==> src/rtl/wb_arb_pkg.sv <==
// Shared encodings for the register-file write-back arbiter.
// Also carries the saturating burst-counter step used by the top level.
package wb_arb_pkg;

  typedef enum logic [1:0] {
    ST_IDLE  = 2'd0,
    ST_OWN_A = 2'd1,
    ST_OWN_B = 2'd2
  } state_t;

  localparam logic SEL_A = 1'b0;
  localparam logic SEL_B = 1'b1;

  // Saturates at 3 so a long solo run by one requester cannot wrap back
  // to 0 and hand it a fresh burst when the other requester shows up.
  function automatic logic [1:0] burst_next(input logic [1:0] cnt);
    return (cnt == 2'd3) ? cnt : cnt + 2'd1;
  endfunction

endpackage

==> src/rtl/wb_arb_pick.sv <==
// Combinational grant decision for the write-back arbiter.
// WB_FIXED_PRIO_EN selects fixed A-over-B priority instead of bounded-burst round-robin.
module wb_arb_pick
  import wb_arb_pkg::*;
#(
  parameter int BURST_MAX = 4
) (
  input  state_t     state,
  input  logic [1:0] cnt,
  input  logic       last,
  input  logic       req_a,
  input  logic       req_b,
  input  logic       block,
  output logic       gnt_a,
  output logic       gnt_b
);

`ifdef WB_FIXED_PRIO_EN
  logic unused_rr;
  assign unused_rr = ^{state, cnt, last};

  assign gnt_a = req_a & ~block;
  assign gnt_b = req_b & ~req_a & ~block;
`else
  localparam logic [2:0] CNT_LIM = 3'(BURST_MAX - 1);

  logic under_lim;
  assign under_lim = {1'b0, cnt} < CNT_LIM;

  always_comb begin
    gnt_a = 1'b0;
    gnt_b = 1'b0;
    if (!block) begin
      if (req_a && !req_b) begin
        gnt_a = 1'b1;
      end else if (req_b && !req_a) begin
        gnt_b = 1'b1;
      end else if (req_a && req_b) begin
        case (state)
          ST_OWN_A: if (under_lim) gnt_a = 1'b1; else gnt_b = 1'b1;
          ST_OWN_B: if (under_lim) gnt_b = 1'b1; else gnt_a = 1'b1;
          // From idle, contention goes to whoever was not served last.
          default:  if (last == SEL_B) gnt_a = 1'b1; else gnt_b = 1'b1;
        endcase
      end
    end
  end
`endif

endmodule

==> src/rtl/wb_port_arbiter.sv <==
// Shares the register-file write port between ALU (A) and load (B) results.
// Define WB_FIXED_PRIO_EN for fixed A priority; default is bounded-burst round-robin.
module wb_port_arbiter
  import wb_arb_pkg::*;
#(
  parameter int DATA_W    = 16,
  parameter int ADDR_W    = 3,
  parameter int BURST_MAX = 4
) (
  input  logic              clk,
  input  logic              rst,
  input  logic              stall,
  input  logic              req_a,
  input  logic [ADDR_W-1:0] addr_a,
  input  logic [DATA_W-1:0] data_a,
  output logic              gnt_a,
  input  logic              req_b,
  input  logic [ADDR_W-1:0] addr_b,
  input  logic [DATA_W-1:0] data_b,
  output logic              gnt_b,
  output logic              mux_sel,
  output logic              wr_en,
  output logic [ADDR_W-1:0] wr_addr,
  output logic [DATA_W-1:0] wr_data
);

  // Handshake: a write moves on a rising edge with req_x && gnt_x; the
  // requester holds req/addr/data until then, and grants never go high
  // without the matching request, together, or during stall/reset.

  state_t      state, state_n;
  logic [1:0]  burst_cnt, burst_cnt_n;
  logic        last_gnt, last_gnt_n;
  logic        any_gnt;
  logic [ADDR_W-1:0] sel_addr;
  logic [DATA_W-1:0] sel_data;

  wb_arb_pick #(.BURST_MAX(BURST_MAX)) u_pick (
    .state (state),
    .cnt   (burst_cnt),
    .last  (last_gnt),
    .req_a (req_a),
    .req_b (req_b),
    .block (stall | rst),
    .gnt_a (gnt_a),
    .gnt_b (gnt_b)
  );

  assign mux_sel  = gnt_b;
  assign any_gnt  = gnt_a | gnt_b;
  assign sel_addr = (mux_sel == SEL_B) ? addr_b : addr_a;
  assign sel_data = (mux_sel == SEL_B) ? data_b : data_a;

  always_comb begin
    state_n     = state;
    burst_cnt_n = burst_cnt;
    last_gnt_n  = last_gnt;
    if (gnt_a) begin
      state_n     = ST_OWN_A;
      burst_cnt_n = (state == ST_OWN_A) ? burst_next(burst_cnt) : 2'd0;
      last_gnt_n  = SEL_A;
    end else if (gnt_b) begin
      state_n     = ST_OWN_B;
      burst_cnt_n = (state == ST_OWN_B) ? burst_next(burst_cnt) : 2'd0;
      last_gnt_n  = SEL_B;
    end else begin
      // An idle or stalled cycle ends the burst but keeps the fairness pointer.
      state_n     = ST_IDLE;
      burst_cnt_n = 2'd0;
    end
  end

  always_ff @(posedge clk or posedge rst) begin
    if (rst) begin
      state     <= ST_IDLE;
      burst_cnt <= 2'd0;
      last_gnt  <= SEL_B;
    end else begin
      state     <= state_n;
      burst_cnt <= burst_cnt_n;
      last_gnt  <= last_gnt_n;
    end
  end

  always_ff @(posedge clk or posedge rst) begin
    if (rst) begin
      wr_en   <= 1'b0;
      wr_addr <= '0;
      wr_data <= '0;
    end else begin
      wr_en <= any_gnt;
      if (any_gnt) begin
        wr_addr <= sel_addr;
        wr_data <= sel_data;
      end
    end
  end

endmodule

==> config.mk <==
export PLATFORM = sky130hd
export DESIGN_NAME = wb_port_arbiter
export DESIGN_NICKNAME = d
export VERILOG_FILES = /design/src/rtl/wb_arb_pkg.sv /design/src/rtl/wb_arb_pick.sv /design/src/rtl/wb_port_arbiter.sv
export SDC_FILE = /design/constraint.sdc
export NUM_CORES = 1
export LEC_CHECK = 0
export ABC_AREA = 1
export CELL_PAD_IN_SITES_DETAIL_PLACEMENT = 1
export CELL_PAD_IN_SITES_GLOBAL_PLACEMENT = 1
export CORE_ASPECT_RATIO = 1.1
export CORE_MARGIN = 10
export CORE_UTILIZATION = 27
export CTS_BUF_LIST = sky130_fd_sc_hd__clkbuf_8
export CTS_CLUSTER_DIAMETER = 40
export CTS_CLUSTER_SIZE = 40
export DETAILED_ROUTE_END_ITERATION = 6
export GPL_ROUTABILITY_DRIVEN = 0
export PLACE_DENSITY = 0.8
export SLEW_MARGIN = 10
export SYNTH_ARGS = -nofsm -noshare
export SYNTH_HDL_FRONTEND = slang
export SYNTH_HIERARCHICAL = 1
export SYNTH_SLANG_ARGS = --single-unit
==> constraint.sdc <==
create_clock -name clk -period 2.3 [get_ports clk]
set_input_delay 0.46 -clock clk [delete_from_list [all_inputs] [get_ports clk]]
set_output_delay 0.46 -clock clk [all_outputs]
set_load 0.01 [all_outputs]
==> results of run 1 <==
## cell usage in the layout, fill, tap and decap left out, types with 2 or more instances in the layout
cell type        Yosys  layout
a21oi_1              3       3
buf_4                1       6
clkbuf_8             2       3
clkdlybuf4s50_1      0      62
dfrtp_1             24      24
ha_1                 2       2
inv_1               10      11
inv_2                2       2
nand2_1             65      65
nand3_1             23      23
nor2_1               4       4
nor2_2               2       2
o21a_1               2       2
## worst reg2reg max path: cells and delay by family (launching register included)
kind                     cells  cell delay [ns]
AND/OR/NAND/NOR              6             0.54
flip-flops                   1             0.40
AO/OA/AOI/OAI                1             0.18
buffers and inverters        3             0.56
adder cells (fa/ha/maj)      1             0.29
## state kept, by name (all words and copies together) (netlist names)
name and flops:
state 2, wr_data 16, wr_en 1, burst_cnt 2, wr_addr 3, last_gnt 1
## power by group through the flow
stage / Combinational, mW / Clock, mW / Sequential [mW]
final: 0.506 / 0.250 / 0.595
after global routing: 0.557 / 0.281 / 0.607
after detailed placement: 0.522 / 0 / 0.605
after floorplan: 0.154 / 0 / 0.649
after CTS: 0.522 / 0.263 / 0.597
after global placement: 0.516 / 0 / 0.599
## logic make-up after synthesis
logic type / after synthesis / synth area share [%]
AND/OR/NAND/NOR: 97 / 34.2
flip-flops: 25 / 51.8
buffers and inverters: 18 / 9.41
AO/OA/AOI/OAI: 5 / 2.48
adder cells (fa/ha/maj): 2 / 2.07
## layout make-up
| cell class | count | area, µm² |
|---|---|---|
| multi-input cells | 104 | 469 |
| fillers | 514 | 2370 |
| clock inverters | 1 | 3.75 |
| well taps | 54 | 67.6 |
| flip-flops and latches | 25 | 627 |
| clock buffers | 3 | 41.3 |
| repair buffers | 71 | 689 |
| inverters | 12 | 45.0 |
## timing repair
action / CTS / global route
pin swaps: 0 / 0
buffers inserted: 0 / 0
gates resized for setup: 3 / 3
setup endpoints to repair: 3 / 2
cloned: 0 / 0
hold endpoints to repair: 0 / 0
## synthesized netlist by cell type
cell type / instances
a21oi_1: 3
nand3_2: 1
inv_1: 10
or2_2: 1
nand3_1: 23
buf_4: 1
nor2_4: 1
o21a_1: 2
inv_2: 2
clkbuf_8: 2
buf_6: 3
dfstp_2: 1
dfrtp_1: 24
nand2_1: 65
ha_1: 2
nor2_1: 4
nor2_2: 2
## per-layer routing
| metal | global-route usage, % | up-vias | share of wire, % |
|---|---|---|---|
| met3 | 3.43 | 2 | 6.3 |
| met5 | 0 | - | 0 |
| met4 | 1.68 | 0 | 0.40 |
| met2 | 18.0 | 30 | 54 |
| li1 | - | 593 | - |
| met1 | 9.48 | 569 | 40 |
## stage by stage
stage / worst slack, ns / area (µm²) / util [%] / hold slack [ns]
after floorplan: 0.339 / 1210 / - / 0.487
after global placement: -0.130 / 1900 / 44.1 / 0.478
after global routing: 0.00256 / 1940 / 45.0 / 0.499
after detailed placement: -0.150 / 1900 / 44.1 / 0.486
after CTS: 0.0535 / 1950 / 45.1 / 0.481
final: 0.112 / 1940 / 45.0 / 0.466
## worst paths after layout
path	start	slack, ns	end
max	state[1]	0.11	gnt_b
min	rst	0.47	burst_cnt[0]
max reg2reg	state[1]	0.22	wr_data[8]
min reg2reg	wr_addr[1]	0.50	wr_addr[1]
max in group asynchronous	rst	1.21	last_gnt
min in group clk	wr_addr[1]	0.50	wr_addr[1]
==> summary.md, run 1 <==
| Metric | Value |
|---|---|
| Pleak | 0.885 nW |
| Crit path kind | reg2out |
| Max Cap Viol | 0 |
| Internal | 0.958 mW |
| Register area share after synthesis | 51.8% |
| DIE AREA | 7560 µm² |
| Worst R2R Path Depth | 11 |
| Initial Util | 28.0% |
| Synth unique cells | 17 |
| Die Y | 90.2 µm |
| Layout cells sized above 1 | 8.33% |
| Antenna cells | 0 |
| Avg Vias per Cell | 4.42 |
| Synth area leader | dfrtp_1 |
| Htree depth | 1 |
| HP Class | in2async |
| # setup viols final | 0 |
| First-pass GRT wire length | 6040 µm |
| Top cell type's share of synthesized area | 49.6% |
| Clock Path Buffers | 2 |
| Vias in the first global route | 1312 |
| Clock Sinks | 25 |
| Clock latency on the worst-skew pair | 0.26 ns |
| Crit path max-delay family | flip-flops |
| Seq cells post-synth | 25 |
| I/O Pins | 66 |
| Max Fclk | 0.457 GHz |
| CP startpoint kind | flip-flop |
| Via Count | 1194 |
| Setup crit end kind | primary output |
| Switching part of the total | 29.1% |
| Synthesized area | 1210 µm² |
| Setup TNS | 0 ns |
| WL final | 3740 µm |
| Clock skew | 0.00419 ns |
| CTS clk-pin slew, worst paths | 0.09 ns |
| Worst-margin pin slew | 0.457 ns |
| WP buf/inv | 2 |
| Placed cells | 266 |
| Post-cts hold buffer count | 0 |
| Logic pwr share | 37.4% |
| Largest net degree at the start of global routing | 24 |
| CTS tree | yes |
| Rows | 25 |
| Final cell count without fillers | 270 |
| Worst Path Arrival | 1.73 ns |
| Fin. Hold Viols | 0 |
| Total GRT Usage | 9.43% |
| Root buffer cell | clkbuf_8 |
| Slew margin rel. | 69.4% |
| Port bufs | 65 |
| Gr ovfl total | 0 |
| Core area | 4320 µm² |
| Clock buffers created by TritonCTS | 3 |
| Layout area overhead | 60.6% |
| Critical Path RT | 1.84 ns |
| DRT Pass-1 Iters | 4 |
| Net switching power figure | 0.393 mW |
| CP most frequent cell | nand2_1 |
| Post-route DRC | 0 |
| Slew Limit Fails | 0 |
| Post-route ant nets | 0 |
| Clock share of power | 18.5% |
| Power density cells | 695 nW/µm² |
| Unrepaired setup endpoints after global routing | no |
| Hpwl dp | 3100 µm |
| Initial antenna violation count | 0 |
| Worst vdd ir | 0.309 mV |
| Crit-path slowest cell | dfrtp_1 |
| Minimum clock period | 2.19 ns |
| Flop pwr share | 44.0% |
| Mapped Cells | 147 |
| Crit share post-route | 95.1% |
| Max FO, Critical Path | 3 |
| Synthesized Nets | 192 |
| Critical Path, Cell by Cell | ha_1, inv_2, o21a_1, nand2_1, nand2_1, nor2_2, clkdlybuf4s15_1 |
| Yosys warnings | 6 |
| Critical Path Stages | 7 |
| DRT iter0 DRCs | 33 |
| DR WL/cell | 13.9 µm |
| Nets | 262 |
| Avg Synthesized Cell Area | 8.23 µm² |
| CP max stage delay | 0.40 ns |
| Die Width | 83.8 µm |
| Outcome | completed |
| Top post-synthesis cells by area | dfrtp_1, nand2_1, nand3_1, inv_1, buf_6 |
| Total power | 1.35 mW |
Power figures use the tool's default switching activity.
==> inputs of run 2 (changes only) <==
--- a/config.mk
+++ b/config.mk
@@ -16,9 +16,11 @@
 export CTS_CLUSTER_SIZE = 40
 export DETAILED_ROUTE_END_ITERATION = 6
 export GPL_ROUTABILITY_DRIVEN = 0
+export HOLD_SLACK_MARGIN = 0.06
 export PLACE_DENSITY = 0.8
 export SLEW_MARGIN = 10
 export SYNTH_ARGS = -nofsm -noshare
 export SYNTH_HDL_FRONTEND = slang
 export SYNTH_HIERARCHICAL = 1
 export SYNTH_SLANG_ARGS = --single-unit
+export TNS_END_PERCENT = 1
==> results of run 2 <==
No change in the layout: final DEF, timing and power equal those of run 1.
==> inputs of run 3 (changes only) <==
--- a/config.mk
+++ b/config.mk
@@ -12,7 +12,6 @@
 export CORE_MARGIN = 10
 export CORE_UTILIZATION = 27
 export CTS_BUF_LIST = sky130_fd_sc_hd__clkbuf_8
-export CTS_CLUSTER_DIAMETER = 40
 export CTS_CLUSTER_SIZE = 40
 export DETAILED_ROUTE_END_ITERATION = 6
 export GPL_ROUTABILITY_DRIVEN = 0
==> results of run 3 <==
No change in the layout: final DEF, timing and power equal those of run 1.
